File: config.mk
export PLATFORM = sky130hd
export DESIGN_NAME = dhcp_rx_parser
export DESIGN_NICKNAME = d
export VERILOG_FILES = /design/src/rtl/dhcp_rx_parser.sv
export SDC_FILE = /design/constraint.sdc
export NUM_CORES = 2
export LEC_CHECK = 0
export BUFFER_PORTS_ARGS = -buffer_cell sky130_fd_sc_hd__buf_4
export CORE_MARGIN = 2
export CORE_UTILIZATION = 45
export DETAILED_ROUTE_END_ITERATION = 7
export GPL_TIMING_DRIVEN = 0
export HOLD_SLACK_MARGIN = 0.15
export PLACE_DENSITY = 0.66
export SLEW_MARGIN = 20
export SYNTH_ARGS = -nofsm -noshare
export SYNTH_HDL_FRONTEND = slang
export SYNTH_SLANG_ARGS = --single-unit
File: constraint.sdc
create_clock -name clock -period 48.2 [get_ports clock]
set_clock_uncertainty 0.05 [all_clocks]
set_input_delay 9.64 -clock clock [delete_from_list [all_inputs] [get_ports clock]]
set_output_delay 9.64 -clock clock [all_outputs]
set_load 0.005 [all_outputs]
File: src/rtl/dhcp_rx_parser.sv
// DHCP client receive parser: validates the BOOTP header, walks the options TLVs
// byte by byte and issues one-cycle OFFER/ACK/NAK/drop verdicts with lease fields.
module dhcp_rx_parser #(
  parameter int DATA_W        = 16,
  parameter bit XID_CHECK     = 1'b1,
  parameter int MAX_OPT_BYTES = 312
) (
  input  logic              clock,
  input  logic              reset,
  input  logic              validin,
  input  logic              sof,
  input  logic              eof,
  input  logic [DATA_W-1:0] datain,
  input  logic              checksummatch,
  input  logic [47:0]       local_mac,
  input  logic [31:0]       expected_xid,
  output logic              dhcpoffer,
  output logic              dhcpacknowledge,
  output logic              dhcpnak,
  output logic              rx_drop,
  output logic [31:0]       yiaddr,
  output logic [31:0]       siaddr,
  output logic [31:0]       server_id,
  output logic [31:0]       subnet_mask,
  output logic [31:0]       router,
  output logic [31:0]       lease_time
);

  localparam int BPB = DATA_W / 8;
  localparam logic [31:0] COOKIE = 32'h63825363;

  typedef enum logic [2:0] {IDLE, HDR, TAG, LEN, VAL, DONE} state_t;

  // Per-frame context: offset/counters, check flags, TLV walker and shadow fields.
  typedef struct packed {
    logic [8:0]  offset;
    logic [9:0]  opt_cnt;
    logic        hdr_ok;
    logic        end_seen;
    logic        msg_seen;
    logic [7:0]  msgtype;
    logic [7:0]  tag;
    logic [7:0]  len;
    logic [7:0]  vcnt;
    logic [31:0] shift;
    logic [31:0] yiaddr;
    logic [31:0] siaddr;
    logic [31:0] server_id;
    logic [31:0] subnet_mask;
    logic [31:0] router;
    logic [31:0] lease_time;
  } ctx_t;

  state_t      state, state_n;
  ctx_t        ctx, ctx_n;
  logic        accept, drop;
  logic [7:0]  b;
  logic [9:0]  sum;
  logic [8:0]  off;
  logic [2:0]  mac_idx;
  logic [31:0] shv;

  always_ff @(posedge clock or posedge reset) begin
    if (reset) begin
      state <= IDLE;
      ctx   <= '0;
    end else begin
      state <= state_n;
      ctx   <= ctx_n;
    end
  end

  // Lanes are walked in order within one beat, so each byte sees the effect of the previous one.
  always_comb begin
    state_n = state;
    ctx_n   = ctx;
    accept  = 1'b0;
    drop    = 1'b0;
    b       = '0;
    sum     = '0;
    off     = '0;
    mac_idx = '0;
    shv     = '0;

    if (validin && sof && eof) begin
      drop    = 1'b1;
      state_n = IDLE;
    end else if (validin && (sof || state != IDLE)) begin
      if (sof) begin
        ctx_n        = '0;
        ctx_n.hdr_ok = 1'b1;
        state_n      = HDR;
      end
      for (int l = 0; l < BPB; l++) begin
        b   = datain[8*l +: 8];
        sum = {1'b0, ctx_n.offset} + 10'(l);
        off = sum[9] ? 9'd511 : sum[8:0];
        if (state_n == HDR) begin
          mac_idx = 3'(off - 9'd28);
          if (off == 9'd0) begin
            if (b != 8'h02) ctx_n.hdr_ok = 1'b0;
          end else if (off == 9'd1) begin
            if (b != 8'h01) ctx_n.hdr_ok = 1'b0;
          end else if (off == 9'd2) begin
            if (b != 8'h06) ctx_n.hdr_ok = 1'b0;
          end else if (off >= 9'd4 && off <= 9'd7) begin
            if (XID_CHECK && b != expected_xid[{2'd3 - off[1:0], 3'b000} +: 8])
              ctx_n.hdr_ok = 1'b0;
          end else if (off >= 9'd16 && off <= 9'd19) begin
            ctx_n.yiaddr = {ctx_n.yiaddr[23:0], b};
          end else if (off >= 9'd20 && off <= 9'd23) begin
            ctx_n.siaddr = {ctx_n.siaddr[23:0], b};
          end else if (off >= 9'd28 && off <= 9'd33) begin
            if (b != local_mac[{3'd5 - mac_idx, 3'b000} +: 8]) ctx_n.hdr_ok = 1'b0;
          end else if (off >= 9'd236) begin
            if (b != COOKIE[{2'd3 - off[1:0], 3'b000} +: 8]) ctx_n.hdr_ok = 1'b0;
            if (off == 9'd239) state_n = TAG;
          end
        end else begin
          if (ctx_n.opt_cnt != 10'h3FF) ctx_n.opt_cnt = ctx_n.opt_cnt + 10'd1;
          case (state_n)
            TAG: begin
              if (b == 8'd255) begin
                state_n        = DONE;
                ctx_n.end_seen = 1'b1;
              end else if (b != 8'd0) begin
                ctx_n.tag = b;
                state_n   = LEN;
              end
            end
            LEN: begin
              ctx_n.len  = b;
              ctx_n.vcnt = '0;
              state_n    = (b == 8'd0) ? TAG : VAL;
            end
            VAL: begin
              shv         = {ctx_n.shift[23:0], b};
              ctx_n.shift = shv;
              if (ctx_n.vcnt == 8'd0 && ctx_n.tag == 8'd53 && ctx_n.len == 8'd1) begin
                ctx_n.msgtype  = b;
                ctx_n.msg_seen = 1'b1;
              end
              // Four-byte values commit on their last byte; bad lengths never commit.
              if (ctx_n.vcnt == 8'd3) begin
                if (ctx_n.len == 8'd4) begin
                  if (ctx_n.tag == 8'd1)  ctx_n.subnet_mask = shv;
                  if (ctx_n.tag == 8'd51) ctx_n.lease_time  = shv;
                  if (ctx_n.tag == 8'd54) ctx_n.server_id   = shv;
                end
                if (ctx_n.tag == 8'd3 && ctx_n.len[1:0] == 2'b00) ctx_n.router = shv;
              end
              if (ctx_n.vcnt == ctx_n.len - 8'd1) state_n = TAG;
              ctx_n.vcnt = ctx_n.vcnt + 8'd1;
            end
            default: ;
          endcase
        end
      end
      sum          = {1'b0, ctx_n.offset} + 10'(BPB);
      ctx_n.offset = sum[9] ? 9'd511 : sum[8:0];

      if (eof) begin
        state_n = IDLE;
        if (ctx_n.hdr_ok && ctx_n.end_seen && ctx_n.msg_seen && checksummatch &&
            int'(ctx_n.opt_cnt) <= MAX_OPT_BYTES &&
            (ctx_n.msgtype == 8'd2 || ctx_n.msgtype == 8'd5 || ctx_n.msgtype == 8'd6))
          accept = 1'b1;
        else
          drop = 1'b1;
      end
    end
  end

  // Verdict pulses and the shadow-to-output transfer land on the eof edge.
  always_ff @(posedge clock or posedge reset) begin
    if (reset) begin
      dhcpoffer       <= 1'b0;
      dhcpacknowledge <= 1'b0;
      dhcpnak         <= 1'b0;
      rx_drop         <= 1'b0;
      yiaddr          <= '0;
      siaddr          <= '0;
      server_id       <= '0;
      subnet_mask     <= '0;
      router          <= '0;
      lease_time      <= '0;
    end else begin
      dhcpoffer       <= accept && ctx_n.msgtype == 8'd2;
      dhcpacknowledge <= accept && ctx_n.msgtype == 8'd5;
      dhcpnak         <= accept && ctx_n.msgtype == 8'd6;
      rx_drop         <= drop;
      if (accept) begin
        yiaddr      <= ctx_n.yiaddr;
        siaddr      <= ctx_n.siaddr;
        server_id   <= ctx_n.server_id;
        subnet_mask <= ctx_n.subnet_mask;
        router      <= ctx_n.router;
        lease_time  <= ctx_n.lease_time;
      end
    end
  end

endmodule
==> key figures <==
Outcome
  – Outcome: complete, no violations

Min path
  – Worst Hold Class: reg -> reg
  – Hold Path Stages: 1

Clock network
  – H-tree levels: 2
  – CTS root buf: clkbuf_16
  – Bufs on Longest Clock Path: 3
  – Reg clk slew, reported paths: 0.06 ns
  – # resized after CTS: 0
  – CTS buffer count: 50
  – TritonCTS clock tree: done
  – CTS Hold Bufs: 0
  – Latest clock arrival within the worst-skew pair: 0.62 ns
  – Setup bufs post-CTS: 0
  – CTS sink cnt: 469

Detailed routing
  – Antenna-violating nets left: 0
  – Drt via density: 6.242
  – Drt pass-1 iters: 8
  – Via count: 27500
  – DRC Markers: 0
  – Initial DRC Count: 3539
  – Drt wl/cell: 25.53 um
  – WL final: 112400 um

Critical path
  – Slowest cell on crit path: clkbuf_1
  – Worst setup EP type: register
  – Crit path depth: 29
  – R2R cell count: 19
  – Worst path bufs/invs: 15
  – Crit path max-delay family: buffers and inverters
  – CP Data Arrival Time: 20.35 ns
  – CP max FO: 10
  – Largest stage delay, worst path: 0.67 ns
  – CP required: 48.63 ns
  – Crit start category: input port
  – Most frequent CP cell: buf_2
  – Critical path class: in -> reg

Global routing
  – Initial antenna violation count: 2
  – Global route overflow: 0
  – Overall global routing resource usage: 0.3377
  – Largest net degree at the start of global routing: 103
  – First-pass GRT wire length: 165600 um
  – Number of global-route vias before repair: 26040

Die
  – Die Ht: 255.1 um
  – Die Wd: 255.1 um
  – Die Area: 65100 um^2
  – Io pins: 298
  – Row count: 92
  – Initial Util: 0.4524
  – Core region area: 62740 um^2

Timing
  – Period utilisation layout: 0.4132
  – Worst-Margin Slew: 1.338 ns
  – Hold Vio Cnt, Final: 0
  – Min Tclk post-route: 19.92 ns
  – Setup violations, final: 0
  – Fin Setup TNS: 0 ns
  – Max Freq: 50.21 MHz
  – Max-slew violation count: 0
  – Rel. slew slack: 0.1078
  – RSZ-0062 raised after global routing: false
  – Hold Slack: 0.4213 ns

Placement
  – Routability cong.: 1.010
  – Port Buf Inserts: 291
  – Dpl cells: 4312
  – Post-DP HPWL: 82300 um

Synthesis
  – Avg Inst Size Synth: 8.959 um^2
  – Top cells by area, synth: dfrtp_1 41%, nand2_1 6.3%, mux2_1 5.8%
  – Syn Nets: 3286
  – Post-synthesis instance total: 3168
  – Area fraction of the dominant cell type after synthesis: 0.4135
  – Synth Flop Type: dfrtp_1
  – Seq/Total Area, Yosys: 0.4135
  – Largest area contributor in the netlist: dfrtp_1
  – Synth Warn #: 0
  – Number of synthesized flops with an enable pin: 0
  – Synth unique cells: 87
  – Async set or reset register ratio after synthesis: 1.000
  – Post-Syn Area: 28380 um^2
  – #FFs+latches synth: 469

Finish
  – Share of post-route cells with drive strength above 1: 0.1604
  – Nets: 3636
  – Area growth from synthesis to layout: 18.60%
  – Layout Utilization: 0.5366
  – Fin cells: 4405
  – Antenna Cells: 0
  – # fillers: 5834

Job
  – Max-cap violations: 0

Power
  – Leakage Power: 15.62 nW
  – Final Total Pwr: 0.001062 W
  – Worst ir drop on vdd: 0.02642 mV
  – Pwr/cell area: 31.54 nW/um^2
final timing paths:
path / start / slack (ns) / end
worst max-delay path: sof / 28.28 / siaddr[31]
worst min-delay path: ctx[114] / 0.42 / ctx[114]
worst max register to register: ctx[271] / 40.08 / siaddr[31]
worst min register to register: ctx[114] / 0.42 / ctx[114]
max in group asynchronous: reset / 37.80 / siaddr[7]
min in group asynchronous: reset / 9.00 / lease_time[17]
cell usage in the layout (no fill, tap or decap), types with 48 or more instances in the layout:
cell and count:
mux2i_1 155, mux2_2 88, nand3_1 74, buf_4 307, inv_1 51, dfrtp_1 469, nor3_1 48, clkbuf_1 187
nor2_1 189, mux2_1 145, o21ai_0 256, clkbuf_16 50, a21o_1 51, a31oi_1 61, nand2_1 479, a21oi_1 187
flip-flops by register name, summed over array words and instances, names as in the netlist:
name,count
state,3
lease_time,32
rx_drop,1
router,32
subnet_mask,32
siaddr,32
dhcpoffer,1
dhcpacknowledge,1
yiaddr,32
ctx,270
server_id,32
dhcpnak,1
cell families (layout without fill, tap and decap cells):
kind of cell               count (synthesis)  after routing  share of synthesized area
adders and majority gates                 17             17                   0.007406
and+or+nand+nor                         1116           1116                     0.1886
AOI/OAI and AO/OA                        802            802                     0.1771
xor gates and xnor gates                  60             60                    0.01852
buffers and inverters                    312            703                    0.04452
muxes                                    392            392                     0.1503
DFF                                      469            469                     0.4135
worst reg2reg max path, delay by kind of cell, from the launching register on:
family	cells	cell delay [ns]
XOR/XNOR	1	0.11
AND/OR/NAND/NOR	4	1.31
adder cells (fa/ha/maj)	1	0.45
flip-flops	1	0.41
buffers and inverters	8	3.53
AO/OA/AOI/OAI	3	1.33
multiplexers	2	0.78
power breakdown:
group,internal (W),total [W],switching (W)
combinational,0.0000678,0.000210,0.000142
clock,0.000250,0.000427,0.000178
sequential,0.000411,0.000425,0.0000137
total,0.000728,0.00106,0.000334
cell type report:
type	instances	area [um^2]	area share
Multi-Input combinational cell	2387	15430	0.4585
Sequential cell	469	11740	0.3487
Timing Repair Buffer	298	2335	0.06936
Clock buffer	65	1428	0.04241
Tap cell	846	1059	0.03145
Buffer	256	1054	0.03130
Clock inverter	28	397.9	0.01182
Inverter	56	217.7	0.006468
Yosys cell counts (all sizes together), types with 42 or more instances:
library cell,n
nor3,49
buf,72
a31oi,61
nand2,479
mux2,233
inv,53
nor2,190
dfrtp,469
a21o,51
xnor2,42
clkbuf,184
a21oi,187
o21ai,262
mux2i,155
nand3,74
and3,46
metrics by stage:
step / instance area, um^2 / setup slack [ns]
floorplan: 28380 / 25.43
global placement: 31630 / 19.92
detailed placement: 31820 / 28.12
CTS: 33650 / 28.75
global route: 33660 / 28.14
finish: 33660 / 28.28
per-layer routing:
metal / vias to the layer above / track usage / wire (um)
met4: 4 / 0.1621 / 6231
li1: 12120 / - / -
met3: 388 / 0.06305 / 11140
met2: 1625 / 0.5154 / 49700
met1: 13360 / 0.4633 / 45350
met5: - / 0 / 26
No activity file was read; power rests on OpenSTA's default activity.
